File: src/rtl/noc_pkg.sv
// Shared NoC definitions: flit destination field layout and node id widths.
package noc_pkg;

    localparam int unsigned FLIT_W_DEFAULT = 20;
    localparam int unsigned ID_W           = 2;
    localparam int unsigned DEST_W         = 2 * ID_W;
    localparam int unsigned DEST_MSB       = FLIT_W_DEFAULT - 1;
    localparam int unsigned DEST_LSB       = FLIT_W_DEFAULT - DEST_W;
    localparam int unsigned MAX_FLIT_W     = 64;

    // Destination {cluster, local} sits in the top DEST_W bits of a flit_w-wide flit.
    function automatic logic [DEST_W-1:0] flit_dest(input logic [MAX_FLIT_W-1:0] flit,
                                                   input int unsigned flit_w);
        logic [MAX_FLIT_W-1:0] sh;
        sh = flit >> (flit_w - DEST_W);
        return sh[DEST_W-1:0];
    endfunction

endpackage

File: src/rtl/node_net_iface_if.sv
// PE-side ready/valid channels and router local-port channels of the node interface.
interface node_net_iface_if #(
    parameter int unsigned FLIT_W = 20
) ();

    logic [FLIT_W-1:0] pe_tx_data;
    logic              pe_tx_valid;
    logic              pe_tx_ready;
    logic [FLIT_W-1:0] pe_rx_data;
    logic              pe_rx_valid;
    logic              pe_rx_ready;
    logic [FLIT_W-1:0] rtr_inject;
    logic              rtr_inject_valid;
    logic              rtr_credit_in;
    logic [FLIT_W-1:0] rtr_eject;
    logic              rtr_eject_valid;
    logic              rtr_credit_out;

    modport slave (
        input  pe_tx_data, pe_tx_valid, pe_rx_ready,
        input  rtr_credit_in, rtr_eject, rtr_eject_valid,
        output pe_tx_ready, pe_rx_data, pe_rx_valid,
        output rtr_inject, rtr_inject_valid, rtr_credit_out
    );

    modport master (
        output pe_tx_data, pe_tx_valid, pe_rx_ready,
        output rtr_credit_in, rtr_eject, rtr_eject_valid,
        input  pe_tx_ready, pe_rx_data, pe_rx_valid,
        input  rtr_inject, rtr_inject_valid, rtr_credit_out
    );

endinterface

File: src/rtl/net_sync_fifo.sv
// Synchronous first-word-fall-through FIFO; pointers carry a wrap bit to tell full from empty.
module net_sync_fifo #(
    parameter int unsigned W     = 20,
    parameter int unsigned DEPTH = 4
) (
    input  logic         clk,
    input  logic         rst,
    input  logic         push,
    input  logic         pop,
    input  logic [W-1:0] din,
    output logic [W-1:0] dout,
    output logic         full,
    output logic         empty
);

    localparam int unsigned AW = $clog2(DEPTH);

    logic [W-1:0] mem [DEPTH];
    logic [AW:0]  wr_ptr;
    logic [AW:0]  rd_ptr;
    logic         do_push;
    logic         do_pop;

    assign empty   = (wr_ptr == rd_ptr);
    assign full    = (wr_ptr[AW] != rd_ptr[AW]) && (wr_ptr[AW-1:0] == rd_ptr[AW-1:0]);
    assign do_pop  = pop && !empty;
    // A pop frees the slot in the same cycle, so a full FIFO still takes the push.
    assign do_push = push && (!full || do_pop);
    assign dout    = mem[rd_ptr[AW-1:0]];

    always_ff @(posedge clk) begin
        if (rst) begin
            wr_ptr <= '0;
            rd_ptr <= '0;
        end else begin
            if (do_push) wr_ptr <= wr_ptr + 1'b1;
            if (do_pop)  rd_ptr <= rd_ptr + 1'b1;
        end
    end

    always_ff @(posedge clk) begin
        if (do_push) mem[wr_ptr[AW-1:0]] <= din;
    end

endmodule

File: src/rtl/node_net_iface.sv
// Node network interface: buffered, credit-managed injection and ejection between a PE
// and the router local port, with destination checking, sticky error flags and counters.
module node_net_iface
    import noc_pkg::*;
#(
    parameter int unsigned FLIT_W   = FLIT_W_DEFAULT,
    parameter int unsigned TX_DEPTH = 4,
    parameter int unsigned RX_DEPTH = 4,
    parameter int unsigned RTR_BUF  = 4,
    parameter int unsigned CNT_W    = 16
) (
    input  logic             clk,
    input  logic             rst,
    input  logic [ID_W-1:0]  my_cluster,
    input  logic [ID_W-1:0]  my_local,
    node_net_iface_if.slave  bus,
    output logic [CNT_W-1:0] tx_count,
    output logic [CNT_W-1:0] rx_count,
    output logic             err_misroute,
    output logic             err_overflow,
    output logic             err_credit
);

    localparam int unsigned      CRD_W   = $clog2(RTR_BUF + 1);
    localparam logic [CRD_W-1:0] CRD_MAX = CRD_W'(RTR_BUF);

    logic              tx_full, tx_empty, tx_push, send;
    logic [FLIT_W-1:0] tx_head, rx_head;
    logic              rx_full, rx_empty, rx_pop, rx_accept, rx_overflow;
    logic [CRD_W-1:0]  credits;
    logic [FLIT_W-1:0] inject_q;
    logic              inject_valid_q, credit_out_q;
    logic              dest_ok;

    assign tx_push     = bus.pe_tx_valid && !tx_full;
    assign send        = !tx_empty && (credits != '0);
    assign rx_pop      = bus.pe_rx_ready && !rx_empty;
    assign rx_accept   = bus.rtr_eject_valid && (!rx_full || rx_pop);
    assign rx_overflow = bus.rtr_eject_valid && rx_full && !rx_pop;
    assign dest_ok     = flit_dest(MAX_FLIT_W'(bus.rtr_eject), FLIT_W) == {my_cluster, my_local};

    assign bus.pe_tx_ready      = !tx_full;
    assign bus.pe_rx_valid      = !rx_empty;
    assign bus.pe_rx_data       = rx_head;
    assign bus.rtr_inject       = inject_q;
    assign bus.rtr_inject_valid = inject_valid_q;
    assign bus.rtr_credit_out   = credit_out_q;

    net_sync_fifo #(.W(FLIT_W), .DEPTH(TX_DEPTH)) u_tx_fifo (
        .clk   (clk),
        .rst   (rst),
        .push  (tx_push),
        .pop   (send),
        .din   (bus.pe_tx_data),
        .dout  (tx_head),
        .full  (tx_full),
        .empty (tx_empty)
    );

    net_sync_fifo #(.W(FLIT_W), .DEPTH(RX_DEPTH)) u_rx_fifo (
        .clk   (clk),
        .rst   (rst),
        .push  (bus.rtr_eject_valid),
        .pop   (rx_pop),
        .din   (bus.rtr_eject),
        .dout  (rx_head),
        .full  (rx_full),
        .empty (rx_empty)
    );

    always_ff @(posedge clk) begin
        if (rst) begin
            inject_q       <= '0;
            inject_valid_q <= 1'b0;
            credit_out_q   <= 1'b0;
            credits        <= CRD_MAX;
            tx_count       <= '0;
            rx_count       <= '0;
            err_misroute   <= 1'b0;
            err_overflow   <= 1'b0;
            err_credit     <= 1'b0;
        end else begin
            inject_valid_q <= send;
            credit_out_q   <= rx_pop;
            if (send) begin
                inject_q <= tx_head;
                tx_count <= tx_count + CNT_W'(1);
            end
            if (rx_accept) rx_count <= rx_count + CNT_W'(1);
            // A send and a returned credit in the same cycle cancel out.
            case ({send, bus.rtr_credit_in})
                2'b10: credits <= credits - CRD_W'(1);
                2'b01: begin
                    if (credits == CRD_MAX) err_credit <= 1'b1;
                    else                    credits    <= credits + CRD_W'(1);
                end
                default: ;
            endcase
            if (bus.rtr_eject_valid && !dest_ok) err_misroute <= 1'b1;
            if (rx_overflow)                     err_overflow <= 1'b1;
        end
    end

endmodule

File: src/flat_wrapper.sv
// flat-port wrapper written by rule: the top's interface ports become plain ports
module node_net_iface_flat import noc_pkg::*;
#(
    parameter int unsigned FLIT_W   = FLIT_W_DEFAULT,
    parameter int unsigned TX_DEPTH = 4,
    parameter int unsigned RX_DEPTH = 4,
    parameter int unsigned RTR_BUF  = 4,
    parameter int unsigned CNT_W    = 16
)
  (clk, rst, my_cluster, my_local, tx_count, rx_count, err_misroute, err_overflow, err_credit, bus_pe_tx_data, bus_pe_tx_valid, bus_pe_rx_ready, bus_rtr_credit_in, bus_rtr_eject, bus_rtr_eject_valid, bus_pe_tx_ready, bus_pe_rx_data, bus_pe_rx_valid, bus_rtr_inject, bus_rtr_inject_valid, bus_rtr_credit_out);
  node_net_iface_if #(.FLIT_W(FLIT_W)) bus_i ();
  input  logic clk;
  input  logic rst;
  input  logic [ID_W-1:0] my_cluster;
  input  logic [ID_W-1:0] my_local;
  output logic [CNT_W-1:0] tx_count;
  output logic [CNT_W-1:0] rx_count;
  output logic err_misroute;
  output logic err_overflow;
  output logic err_credit;
  input wire logic [$bits(bus_i.pe_tx_data)-1:0] bus_pe_tx_data;
  input wire logic [$bits(bus_i.pe_tx_valid)-1:0] bus_pe_tx_valid;
  input wire logic [$bits(bus_i.pe_rx_ready)-1:0] bus_pe_rx_ready;
  input wire logic [$bits(bus_i.rtr_credit_in)-1:0] bus_rtr_credit_in;
  input wire logic [$bits(bus_i.rtr_eject)-1:0] bus_rtr_eject;
  input wire logic [$bits(bus_i.rtr_eject_valid)-1:0] bus_rtr_eject_valid;
  output wire logic [$bits(bus_i.pe_tx_ready)-1:0] bus_pe_tx_ready;
  output wire logic [$bits(bus_i.pe_rx_data)-1:0] bus_pe_rx_data;
  output wire logic [$bits(bus_i.pe_rx_valid)-1:0] bus_pe_rx_valid;
  output wire logic [$bits(bus_i.rtr_inject)-1:0] bus_rtr_inject;
  output wire logic [$bits(bus_i.rtr_inject_valid)-1:0] bus_rtr_inject_valid;
  output wire logic [$bits(bus_i.rtr_credit_out)-1:0] bus_rtr_credit_out;
  assign bus_i.pe_tx_data = bus_pe_tx_data;
  assign bus_i.pe_tx_valid = bus_pe_tx_valid;
  assign bus_i.pe_rx_ready = bus_pe_rx_ready;
  assign bus_i.rtr_credit_in = bus_rtr_credit_in;
  assign bus_i.rtr_eject = bus_rtr_eject;
  assign bus_i.rtr_eject_valid = bus_rtr_eject_valid;
  assign bus_pe_tx_ready = bus_i.pe_tx_ready;
  assign bus_pe_rx_data = bus_i.pe_rx_data;
  assign bus_pe_rx_valid = bus_i.pe_rx_valid;
  assign bus_rtr_inject = bus_i.rtr_inject;
  assign bus_rtr_inject_valid = bus_i.rtr_inject_valid;
  assign bus_rtr_credit_out = bus_i.rtr_credit_out;
  node_net_iface #(.FLIT_W(FLIT_W), .TX_DEPTH(TX_DEPTH), .RX_DEPTH(RX_DEPTH), .RTR_BUF(RTR_BUF), .CNT_W(CNT_W)) u_core (.clk(clk), .rst(rst), .my_cluster(my_cluster), .my_local(my_local), .bus(bus_i), .tx_count(tx_count), .rx_count(rx_count), .err_misroute(err_misroute), .err_overflow(err_overflow), .err_credit(err_credit));
endmodule
File: config.mk
export PLATFORM = sky130hd
export DESIGN_NAME = node_net_iface_flat
export DESIGN_NICKNAME = d
export VERILOG_FILES = /design/src/rtl/noc_pkg.sv /design/src/rtl/node_net_iface_if.sv /design/src/rtl/net_sync_fifo.sv /design/src/rtl/node_net_iface.sv /design/src/flat_wrapper.sv
export SDC_FILE = /design/constraint.sdc
export NUM_CORES = 1
export LEC_CHECK = 0
export ABC_AREA = 1
export CORE_ASPECT_RATIO = 0.6
export CORE_MARGIN = 3
export CORE_UTILIZATION = 49
export DETAILED_ROUTE_END_ITERATION = 7
export PLACE_DENSITY = 0.72
export SYNTH_ARGS = -nofsm -noshare
export SYNTH_HDL_FRONTEND = slang
export SYNTH_SLANG_ARGS = --single-unit
File: constraint.sdc
create_clock -name clk -period 2.2 [get_ports clk]
set_input_delay 0.55 -clock clk [delete_from_list [all_inputs] [get_ports clk]]
set_output_delay 0.55 -clock clk [all_outputs]
set_load 0.005 [all_outputs]
==> results.py <==
metrics = {
    "setup_path": {
        "timing.rr.start": "u_core.u_tx_fifo.wr_ptr[1]",
        "crit_type": "register to primary output",
        "r2r_setup_slack_ps": 380,
        "cp_slowest_stage_delay_ps": 400,
        "worstRegToRegCells": 13,
        "critPathRequiredTime_ps": 1650,
        "cp_slowest_cell": "dfxtp_4",
        "worstPathMaxFanout": 10,
        "r2r_end": "u_core.credits[2]",
        "cp-end-kind": "primary output",
        "cp-start-kind": "register",
        "cp.buffers_inverters": 2,
        "crit_chain": "bufbuf_16, o21ai_0, o22ai_1, buf_2",
        "cp.arrival_ps": 1620,
        "path_delay_family": "buffers and inverters",
    },
    "detailed_routing": {
        "first_pass_iters": 5,
        "route.detailed.drc": 0,
        "dr.first_iter.drc_count": 616,
        "totalWireLength_um": 22000,
        "num_vias": 6889,
        "wl_per_cell_um": 17.1,
        "viasPerCell": 5.35,
        "ant_nets": 0,
    },
    "layout": {
        "drive_above_1_share_pct": 12.2,
        "nets": 1097,
        "multi_input_area_um2": 2810,
        "seq_area_um2": 6300,
        "area_delta_synth_final_pct": 26.5,
        "final_cell_mix": "160 x edfxtp_1, 158 x nor2_1, 106 x clkdlybuf4s50_1",
        "final_common_cell": "edfxtp_1",
        "layout.cells.non_filler": 1288,
        "fillers": 1436,
        "diodes": 0,
    },
    "pwr": {
        "p_sw_w": 0.00357,
        "power_frac_clock_pct": 30.3,
        "p_seq_share_pct": 44.5,
        "intPower_w": 0.00846,
        "p_per_area_nw_per_um2": 1000,
        "vdd_drop_max_uv": 588,
        "total_leakage_power_nw": 4.22,
        "p_comb_share_pct": 25.2,
        "netSwitchingFraction_pct": 29.7,
    },
    "synthesis": {
        "yosys_warnings": 0,
        "synth_top_family_by_area": "simple AND/OR/NAND/NOR gates",
        "synthArstFlopShare_pct": 0,
        "synth-edff-count": 160,
        "avgSynthCellArea_um2": 10.7,
        "syn_nets": 949,
        "synth-main-ff-cell": "edfxtp_1",
        "synth-compound-area-share_pct": 11.6,
        "yosys.area_share.adder_pct": 1.79,
        "netlist-cell-type-count": 32,
        "synth_cells": 886,
        "synth.cell_area_um2": 9480,
        "seq_area_frac_synth_pct": 66.3,
        "synth_mux_area_share_pct": 0,
        "synthXorXnorAreaFrac_pct": 2.40,
        "synth-seq-cells": 234,
        "synthSimpleGateAreaFrac_pct": 13.3,
    },
    "grt": {
        "grt_max_degree": 43,
        "grt_pass1_wl_um": 34100,
        "grt-ovfl-total": 0,
        "antenna_found_initial": 0,
        "grtUsageTotal_pct": 20.5,
        "grt_pass1_vias": 6293,
    },
    "cts": {
        "numClockSinks": 234,
        "cts.clk_slew.worst_paths_ps": 70,
        "cts.path.max_buffers": 3,
        "root_buffer": "clkbuf_16",
        "hold_buffers": 0,
        "cts_tree": "done",
        "htree_levels": 1,
        "cts_made_buffers": 21,
        "clock_latency_ps": 490,
    },
    "timing": {
        "min_period_ps": 2170,
        "finalWorstSetupSlack_ps": 30.7,
        "fmax_ghz": 0.461,
        "worst_pin_slew_ps": 425,
        "timing.final.crit_share_pct": 98.6,
        "relSlewSlack_pct": 71.5,
        "maxSlewViolCount": 0,
        "rsz0062_at_grt": "yes",
        "hold_viol": 0,
        "setup_violations": 0,
        "finClkSkew_ps": 9.15,
    },
    "floorplan": {
        "io_pins": 129,
        "fp-row-count": 38,
        "dieArea_um2": 21100,
        "start_util_pct": 51.3,
        "die_x_um": 186,
        "die_h_um": 114,
        "core-area_um2": 18500,
    },
    "placement": {
        "place_hpwl_um": 14200,
        "portBuffers": 128,
        "dp_slack_ps": 154,
        "place_inst": 1242,
        "place_congestion": 0.848,
    },
    "hold_path": {
        "hp-class": "register to register",
        "min_from": "u_core.err_misroute",
        "hold_path_depth": 2,
        "hold_end": "u_core.err_misroute",
    },
    "flow_run": {
        "maxCapViolCount": 0,
    },
    "outcome": {
        "status": "finished clean",
    },
}
==> metal layers <==
metal / vias up / GRT usage, % / share of wire, %
li1: 3373 / - / -
met4: 0 / 4.16 / 1.4
met1: 3258 / 33.6 / 50
met3: 29 / 3.15 / 7.6
met5: - / 0 / 0
met2: 229 / 28.6 / 41
==> kinds of logic after synthesis <==
| family | count (synthesis) |
|---|---|
| simple gates | 309 |
| flops | 234 |
| compound gates | 207 |
| buf+inv | 97 |
| xor+xnor | 26 |
| fa+ha+maj | 13 |
==> state kept, by name (all words and copies together) (netlist names), 3 cells and up, named ones only <==
signal and count:
u_core.rx_count 16, u_core.u_tx_fifo.wr_ptr 3, u_core.u_tx_fifo.mem 80, u_core.u_rx_fifo.rd_ptr 3, u_core.u_rx_fifo.wr_ptr 3, u_core.u_tx_fifo.rd_ptr 3, u_core.u_rx_fifo.mem 80, u_core.tx_count 16
u_core.bus.rtr_inject 20, u_core.credits 3
==> worst min-delay path: stages, from the launching register on <==
cell and delay, ps:
dfxtp_1 330, a21oi_1 40, nor2_1 70
==> per-stage QoR <==
stage	hold WS, ps	utilization (%)	setup TNS, ps	total power (W)	instance area, um2
finish	468	64.8	0	0.0120	12000
floorplan	434	-	0	0.00712	9480
global placement	448	60.5	0	0.00835	11200
detailed placement	453	60.5	0	0.00842	11200
global route	492	64.8	-57.9	0.0127	12000
CTS	468	65.0	-341	0.0121	12000
==> synth_stat cells (2+ instances only) <==
| cell | instances | share of area (%) |
|---|---|---|
| buf_6 | 8 | 0.95 |
| nand4_1 | 3 | 0.20 |
| ha_1 | 12 | 1.6 |
| clkbuf_1 | 25 | 0.99 |
| a31oi_1 | 23 | 1.5 |
| buf_2 | 9 | 0.48 |
| nand2_2 | 7 | 0.46 |
| o21ai_0 | 121 | 6.4 |
| dfxtp_1 | 74 | 16 |
| o21bai_1 | 2 | 0.16 |
| inv_2 | 3 | 0.12 |
| nor3_1 | 14 | 0.74 |
| a21oi_1 | 39 | 2.1 |
| nand3_1 | 24 | 1.3 |
| inv_1 | 49 | 1.9 |
| nor2_1 | 163 | 6.5 |
| edfxtp_1 | 160 | 51 |
| xnor2_1 | 8 | 0.74 |
| o22ai_1 | 20 | 1.3 |
| nand2_1 | 93 | 3.7 |
| xor2_1 | 18 | 1.7 |
==> final cells by class <==
| cell class | instances | share of cell area (%) |
|---|---|---|
| Inverter | 54 | 1.75 |
| Clock inverter | 10 | 0.814 |
| Sequential cell | 234 | 52.5 |
| Clock buffer | 27 | 4.90 |
| Tap cell | 240 | 2.50 |
| Timing Repair Buffer | 168 | 14.1 |
| Multi-Input combinational cell | 555 | 23.4 |
==> power by group through the flow <==
| stage | logic [W] | clock network, W | registers [W] |
|---|---|---|---|
| 4_1_cts | 0.00304 | 0.00372 | 0.00535 |
| 2_1_floorplan | 0.00172 | 0 | 0.00540 |
| 5_1_grt | 0.00336 | 0.00390 | 0.00540 |
| 3_5_place_dp | 0.00299 | 0 | 0.00543 |
| 3_3_place_gp | 0.00293 | 0 | 0.00542 |
| 6_report | 0.00304 | 0.00364 | 0.00535 |
==> repair_timing <==
item / CTS / global route
resized for setup: 73 / 41
endpoints found under the setup margin: 22 / 18
gates cloned: 3 / 0
pin swaps: 1 / 5
buffers inserted: 3 / 3
==> worst max-delay path by stage <==
stage	endpoint	cells after the start	start	slack, ps
after detailed placement	u_core.credits[2]	9	bus_rtr_credit_in	150
after global placement	u_core.credits[2]	9	bus_rtr_credit_in	200
after CTS	bus_pe_rx_data[0]	4	register	-90
after global routing	bus_pe_rx_data[0]	4	register	-60
final	bus_pe_rx_data[0]	4	register	30
after floorplan	u_core.u_rx_fifo.mem[0][0]	5	bus_pe_rx_ready	40
Note: power is estimated with default switching activity, not from simulation.
